`config.mk`:
```
export PLATFORM = sky130hd
export DESIGN_NAME = module_bounce_generator
export DESIGN_NICKNAME = d
export VERILOG_FILES = /design/src/rtl/module_bounce_generator.sv
export SDC_FILE = /design/constraint.sdc
export NUM_CORES = 1
export LEC_CHECK = 0
export ABC_CLOCK_PERIOD_IN_PS = 3250
export CAP_MARGIN = 20
export CELL_PAD_IN_SITES_DETAIL_PLACEMENT = 0
export CELL_PAD_IN_SITES_GLOBAL_PLACEMENT = 2
export CORE_UTILIZATION = 35
export DETAILED_ROUTE_END_ITERATION = 8
export GPL_ROUTABILITY_DRIVEN = 1
export PLACE_DENSITY = 0.85
export SKIP_LAST_GASP = 1
export SLEW_MARGIN = 20
export SYNTH_ARGS = -nofsm -noshare
export SYNTH_HDL_FRONTEND = slang
export SYNTH_SLANG_ARGS = --single-unit
```
`constraint.sdc`:
```
create_clock -name clk -period 3.25 [get_ports clk]
set_input_delay 0.65 -clock clk [delete_from_list [all_inputs] [get_ports clk]]
set_output_delay 0.65 -clock clk [all_outputs]
set_load 0.05 [all_outputs]
```
`src/rtl/module_bounce_generator.sv`:
```
// ==== module_bounce_generator : clean level request -> bouncy button waveform (rev 1.0) ====
`default_nettype none

module module_bounce_generator #(
  parameter int          MIN_W         = 4,
  parameter int          JITTER_BITS   = 0,
  parameter int          BOUNCE_COUNT  = 2,
  parameter int          SETTLE_CYCLES = 8,
  parameter logic [15:0] LFSR_SEED     = 16'hACE1
) (
  input  logic clk,
  input  logic rst_i,
  input  logic press_i,
  output logic bt_o,
  output logic busy_o,
  output logic done_o
);

  typedef enum logic [1:0] {
    ST_IDLE   = 2'd0,
    ST_BOUNCE = 2'd1,
    ST_SETTLE = 2'd2
  } state_t;

  localparam logic [15:0] C_MIN_W_M1  = 16'(MIN_W - 1);
  localparam logic [15:0] C_SETTLE_M1 = 16'(SETTLE_CYCLES - 1);
  localparam logic [8:0]  C_TOGGLES   = 9'(2 * BOUNCE_COUNT);

  state_t      state_q, state_d;
  logic [15:0] lfsr_q, lfsr_d;
  logic [15:0] cnt_q, cnt_d;
  logic [8:0]  tgl_q, tgl_d;
  logic        bt_q, bt_d;
  logic        busy_q;
  logic        done_q, done_d;
  logic [15:0] w_width_m1;

  // Fibonacci LFSR, taps 16/14/13/11
  assign lfsr_d = {lfsr_q[14:0], lfsr_q[15] ^ lfsr_q[13] ^ lfsr_q[12] ^ lfsr_q[10]};

  generate
    if (JITTER_BITS == 0) begin : g_fixed
      assign w_width_m1 = C_MIN_W_M1;
    end else begin : g_jitter
      assign w_width_m1 = C_MIN_W_M1 + 16'(lfsr_q[JITTER_BITS-1:0]);
    end
  endgenerate

  always_comb begin
    state_d = state_q;
    bt_d    = bt_q;
    cnt_d   = cnt_q;
    tgl_d   = tgl_q;
    done_d  = 1'b0;
    case (state_q)
      ST_IDLE: begin
        if (press_i != bt_q) begin
          bt_d    = press_i;
          tgl_d   = C_TOGGLES;
          cnt_d   = w_width_m1;
          state_d = ST_BOUNCE;
        end
      end
      ST_BOUNCE: begin
        if (cnt_q == 16'd0) begin
          if (tgl_q != 9'd0) begin
            bt_d  = ~bt_q;
            tgl_d = tgl_q - 9'd1;
            cnt_d = w_width_m1;
          end else begin
            cnt_d   = C_SETTLE_M1;
            state_d = ST_SETTLE;
          end
        end else begin
          cnt_d = cnt_q - 16'd1;
        end
      end
      ST_SETTLE: begin
        if (cnt_q == 16'd0) begin
          state_d = ST_IDLE;
          done_d  = 1'b1;
        end else begin
          cnt_d = cnt_q - 16'd1;
        end
      end
      default: state_d = ST_IDLE;
    endcase
  end

  always_ff @(posedge clk) begin
    if (!rst_i) begin
      state_q <= ST_IDLE;
      lfsr_q  <= LFSR_SEED;
      cnt_q   <= 16'd0;
      tgl_q   <= 9'd0;
      bt_q    <= 1'b0;
      busy_q  <= 1'b0;
      done_q  <= 1'b0;
    end else begin
      state_q <= state_d;
      lfsr_q  <= lfsr_d;
      cnt_q   <= cnt_d;
      tgl_q   <= tgl_d;
      bt_q    <= bt_d;
      busy_q  <= (state_d != ST_IDLE);
      done_q  <= done_d;
    end
  end

  assign bt_o   = bt_q;
  assign busy_o = busy_q;
  assign done_o = done_q;

endmodule

`default_nettype wire

```
==> metrics.csv <==
stage;metric;value;unit
final_layout;nNetsFinal;226;
synthesis;ys.flop_type;dfxtp_1;
critical_path;critPathCaptureType;flip-flop;
critical_path;crit_end;cnt_q[8];
critical_path;crit_required;3.39;ns
sta;fmax;388;MHz
clocking;htree_num_levels;2;
sta;post-route-period-util;79.2;%
synthesis;synth.most_common_cell;dfxtp_1;
sta;fin_crit;2.57;ns
synthesis;syn_inst;206;
drt;drt_wl_total;3840;µm
critical_path;worstSetupPathType;reg2reg;
drt;drt_iter0_drc;195;
critical_path;critical_path.startpoint;cnt_q[0];
critical_path;reg2reg_from;cnt_q[0];
drt;drc;0;
placed_design;gp_congestion;0.764;
global_route;grt_busiest_layer;met2;
hold_path;hp-class;reg2reg;
clocking;root_buffer;clkbuf_8;
die;num_io_pins;6;
die;chipWidth;72.9;µm
clocking;clock_latency;0.28;ns
synthesis;yosys.area.top_type_share;34.1;%
global_route;grt_usage;16.6;%
sta;drv_slew;0;
critical_path;rrSetupSlack;0.68;ns
run_status;status;completed;
final_layout;finish.utilization;41.2;%
synthesis;synth_fp_nets;218;
synthesis;synth.area.top_cells;dfxtp_1, ha_1, nor3_1;
critical_path;cpMaxStageDelayCell;or4b_2;
sta;rsz0062_at_grt;no;
drt;viasPerCell;5.29;
synthesis;avgSynthCellArea;8.54;µm²
sta;finalSetupViolations;0;
critical_path;start_kind;flip-flop;
critical_path;crit_fanout;13;
sta;worst_pin_slew;0.657;ns
final_layout;area_growth;12.2;%
clocking;cts_buffer_depth;2;
final_layout;fill_cells;486;
final_layout;diodes;0;
sta;relSlewSlack;55.1;%
critical_path;crit_chain;inv_1 > ha_1 > or4b_2 > or4_1 > a21oi_1 > o21a_1 > nor3_1;
global_route;grt_first_pass_wirelength;6800;µm
global_route;antenna_found_initial;0;
sta;skew;0.0104;ns
critical_path;r2r_end;cnt_q[8];
synthesis;syn_area;1760;µm²
drt;drt_pass1_iterations;4;
drt;wl_per_cell;13.6;µm
clocking;cts_tree;yes;
clocking;clock-sinks;30;
die;die-height;72.9;µm
critical_path;worstPathArrival;2.71;ns
critical_path;crit_path_max_incr_delay;0.63;ns
synthesis;synth_cell_types;41;
global_route;grtUsageMet3;4.56;%
die;start_util;36.8;%
critical_path;cp.buffers_inverters;1;
global_route;grt_use_met2;25.6;%
sta;fin_tns_setup;0;ns
global_route;grt_start_max_net_pins;20;
clocking;cts_buffers;5;
clocking;cts_setup_buffers;0;
drt;via_count;1493;
placed_design;io_buffers;5;
clocking;cts_hold_buf;0;
final_layout;drive_above_1_share;9.30;%
synthesis;synth_area_leader_cell;dfxtp_1;
synthesis;ys_seq_area_share;34.1;%
placed_design;dp_hpwl;2710;µm
flow_run;drv_cap;0;
clocking;cts_resized;0;
global_route;met1_usage;22.2;%
global_route;grt_pass1_vias;1416;
die;fp-row-count;25;
critical_path;cp.depth;7;
synthesis;yosys_warnings;0;
synthesis;synth_edf_count;0;
critical_path;ff2ff_path_depth;7;
sta;hold_violations;0;
die;core_area;4790;µm²
synthesis;synth_seq_cells;30;
critical_path;cpLargestDelayFamily;simple AND/OR/NAND/NOR gates;
drt;detail-route-antenna-nets;0;
synthesis;async_flop_share;0;%
die;dieArea;5310;µm²
clocking;cts.reportedPaths.clkPinSlew;0.07;ns
global_route;overflow;0;
synthesis;synth_commonest_cells;dfxtp_1, nor3_1, nor2_1;
-- per-layer routing --
| layer | wire, µm | up-vias |
|---|---|---|
| met3 | 103 | 4 |
| li1 | - | 761 |
| met1 | 1950 | 707 |
| met2 | 1740 | 21 |
| met5 | 0 | - |
| met4 | 53 | 0 |
-- layout make-up --
type | instances | area, µm² | area share, %
multi-input cells | 152 | 1050 | 53.2
flip-flops and latches | 30 | 601 | 30.4
repair buffers | 11 | 95.1 | 4.82
clock buffers | 7 | 86.3 | 4.38
well taps | 67 | 83.8 | 4.25
inverters | 14 | 52.6 | 2.66
clock inverters | 1 | 5.00 | 0.254
-- layout by cell type, fill, tap and decap left out, drive strengths merged, types with 3 or more instances in the layout --
| cell | synthesis | layout |
|---|---|---|
| nand2b | 8 | 8 |
| nor2 | 14 | 14 |
| xnor2 | 5 | 5 |
| o21ai | 13 | 13 |
| ha | 9 | 9 |
| a21boi | 3 | 3 |
| dfxtp | 30 | 30 |
| a31oi | 4 | 4 |
| o211ai | 8 | 8 |
| or4 | 8 | 8 |
| a21oi | 5 | 5 |
| or3 | 4 | 4 |
| clkbuf | 5 | 7 |
| a211oi | 3 | 3 |
| clkdlybuf4s50 | 0 | 5 |
| buf | 5 | 6 |
| nor4 | 4 | 4 |
| nor3 | 19 | 19 |
| a2111oi | 5 | 5 |
| nand2 | 10 | 10 |
| inv | 13 | 13 |
| mux2i | 5 | 5 |
| xor2 | 9 | 9 |
-- metrics by stage --
step | setup slack, ns | std cells | area, µm² | hold slack (ns)
finish | 0.675 | 282 | 1970 | 0.477
global route | 0.487 | 282 | 1970 | 0.491
CTS | 0.666 | 282 | 1970 | 0.475
detailed placement | 0.564 | 274 | 1880 | 0.465
global placement | 0.650 | 274 | 1880 | 0.457
floorplan | 0.801 | 206 | 1760 | 0.438
-- tightest hold or removal path, delay by kind of cell (launching register included) --
kind	cells	cell delay [ns]
AND/OR/NAND/NOR	1	0.06
flip-flops	1	0.32
multiplexers	1	0.05
-- worst min-delay path by stage --
stage	end	slack, ns	startpoint	cells past startpoint
floorplan	tgl_q[8]	0.44	tgl_q[8]	2
global placement	tgl_q[8]	0.46	tgl_q[8]	2
detailed placement	tgl_q[8]	0.47	tgl_q[8]	2
CTS	tgl_q[8]	0.48	tgl_q[8]	2
global route	tgl_q[5]	0.49	tgl_q[5]	2
finish	tgl_q[8]	0.48	tgl_q[8]	2
-- cells by family after synthesis --
logic type / count (synthesis) / synth area share, %
AOI/OAI and AO/OA: 51 / 20.2
xor gates and xnor gates: 14 / 6.97
adders and majority gates: 9 / 6.40
buffers and inverters: 24 / 6.19
DFF: 30 / 34.1
muxes: 5 / 2.85
and+or+nand+nor: 73 / 23.3
-- flip-flops by register name, summed over array words and instances (netlist names) --
name and cells:
cnt_q 16, done_o 1, tgl_q 9, busy_o 1, state_q 2, bt_o 1
Power is left out: the tool's default activity adds up to more than one toggle a clock period on the data nets, which glitch-free logic cannot reach.
==> RTL change (config.mk and constraints unchanged) <==
Re-encode `state_t` (3 states) as one-hot, 3 bits wide.
--- a/src/rtl/module_bounce_generator.sv
+++ b/src/rtl/module_bounce_generator.sv
@@ -16,10 +16,10 @@
   output logic done_o
 );
 
-  typedef enum logic [1:0] {
-    ST_IDLE   = 2'd0,
-    ST_BOUNCE = 2'd1,
-    ST_SETTLE = 2'd2
+  typedef enum logic [2:0] {
+    ST_IDLE   = 3'b001,
+    ST_BOUNCE = 3'b010,
+    ST_SETTLE = 3'b100
   } state_t;
 
   localparam logic [15:0] C_MIN_W_M1  = 16'(MIN_W - 1);
Behaviour: same outputs for any inputs over 10 cycles, from zero or initial values and one cycle with rst_i low; not proved beyond that.
==> RTL change against the original RTL <==
Register-to-register slack better by 230 ps; via count is 6.3% lower; area after synthesis fell by 6.7%; cell area down 7.9%; routed wire length shrank 8.4%; sequential cell count increased by 1; worst setup slack improved by 160 ps; highest routed layer unchanged.
==> RTL change: results (changes against the original RTL) <==
outcome=finished clean; Max Clock Skew=5.71 ps (-4.74 ps); DR WL/cell=14.2 um (+4.2%); Arr. time, crit path=2620 ps (-90 ps); hold_ws=479 ps (+1.81 ps); Post-Synth XOR/XNOR Area=0.00534 (-0.0644); Vias=1399 (-6.3%); Filler cells=450 (-7.4%); Top Registers=cnt_q (16), tgl_q (9), state_q (3); sequential share of the synthesized area=0.378 (+0.0367); routability cong.=0.760 (-0.63%); Reg2Reg Setup Slack=910 ps (+230 ps); Synth Area in Compound Gates=0.205 (+0.00304); Slew HR=0.622 (+0.0706); initial drt markers=46 (-76%); largest net degree at the start of global routing=28 (+40%); library cells used by synthesis=45 (+9.8%); vias in the first global route=1338 (-5.5%); first-pass GRT wire length=5930 um (-13%); main area contributors after synthesis=dfxtp_1 (38%), a21oi_1 (6.7%), or3_1 (6.1%); CP max FO=27 (+14); share of cells above drive strength 1=0.0969 (+0.00392); metal2 WL=1650 um (-5.2%); met1 WL=1700 um (-13%); hold endpoint=cnt_q[13]; Adder-Cell Fraction of Synth Area=0.0305 (-0.0335)
RTL change: changes by cell type in the layout (fill, tap and decap cells not counted), sizes merged, moves of 5 or more:
cell and delta:
a2111oi -5, xor2 -9, ha -5, nand2 +8, nor3 -15, o31ai +5, inv -5, o211ai -8
or3 +12, a21oi +17
RTL change: worst max-delay path, cell delays in order:
cell             delay, ps
clkdlybuf4s50_1        440
xnor2_1                190
nor3_2                 340
a211oi_4                70
buf_4                  230
or4_1                  530
a21oi_1                150
RTL change: per-layer routing:
layer | vias up | track usage
met1 | 664 | 0.182
met2 | 17 | 0.248
met5 | - | 0
met3 | 6 | 0.0418
li1 | 712 | -
met4 | 0 | 0.0680
RTL change: cell families after synthesis:
kind of cell | count (synthesis)
AOI/OAI and AO/OA | 51
xor gates and xnor gates | 1
DFF | 31
and+or+nand+nor | 83
muxes | 3
adders and majority gates | 4
buffers and inverters | 15
RTL change: worst max path at each step:
stage          slack, ps        end
6_report             840  cnt_q[11]
3_3_place_gp         630  cnt_q[11]
4_1_cts              850  cnt_q[11]
2_1_floorplan       1240  cnt_q[11]
3_5_place_dp         570  cnt_q[11]
5_1_grt              700   tgl_q[5]
RTL change: cell type report:
| type | instances | area share |
|---|---|---|
| multi-input cells | 142 | 0.520 |
| flip-flops and latches | 31 | 0.342 |
| clock buffers | 6 | 0.0455 |
| repair buffers | 7 | 0.0358 |
| clock inverters | 1 | 0.00275 |
| well taps | 52 | 0.0358 |
| inverters | 9 | 0.0186 |
RTL change: power by group through the flow:
stage	Combinational, W	Sequential [W]	Clock [W]
5_1_grt	0.000776	0.000537	0.000332
3_3_place_gp	0.000662	0.000528	0
4_1_cts	0.000689	0.000525	0.000316
3_5_place_dp	0.000687	0.000533	0
2_1_floorplan	0.000562	0.000532	0
6_report	0.000695	0.000527	0.000301
RTL change: through the flow:
step                      cell area [um^2]  worst slack (ps)  power (W)  utilization  std cells
after floorplan                       1640              1240    0.00109            -        188
after global placement                1730               632    0.00119        0.389        241
after detailed placement              1730               566    0.00122        0.389        241
after CTS                             1820               852    0.00153        0.409        248
after global routing                  1820               700    0.00164        0.409        248
final                                 1820               838    0.00152        0.409        248
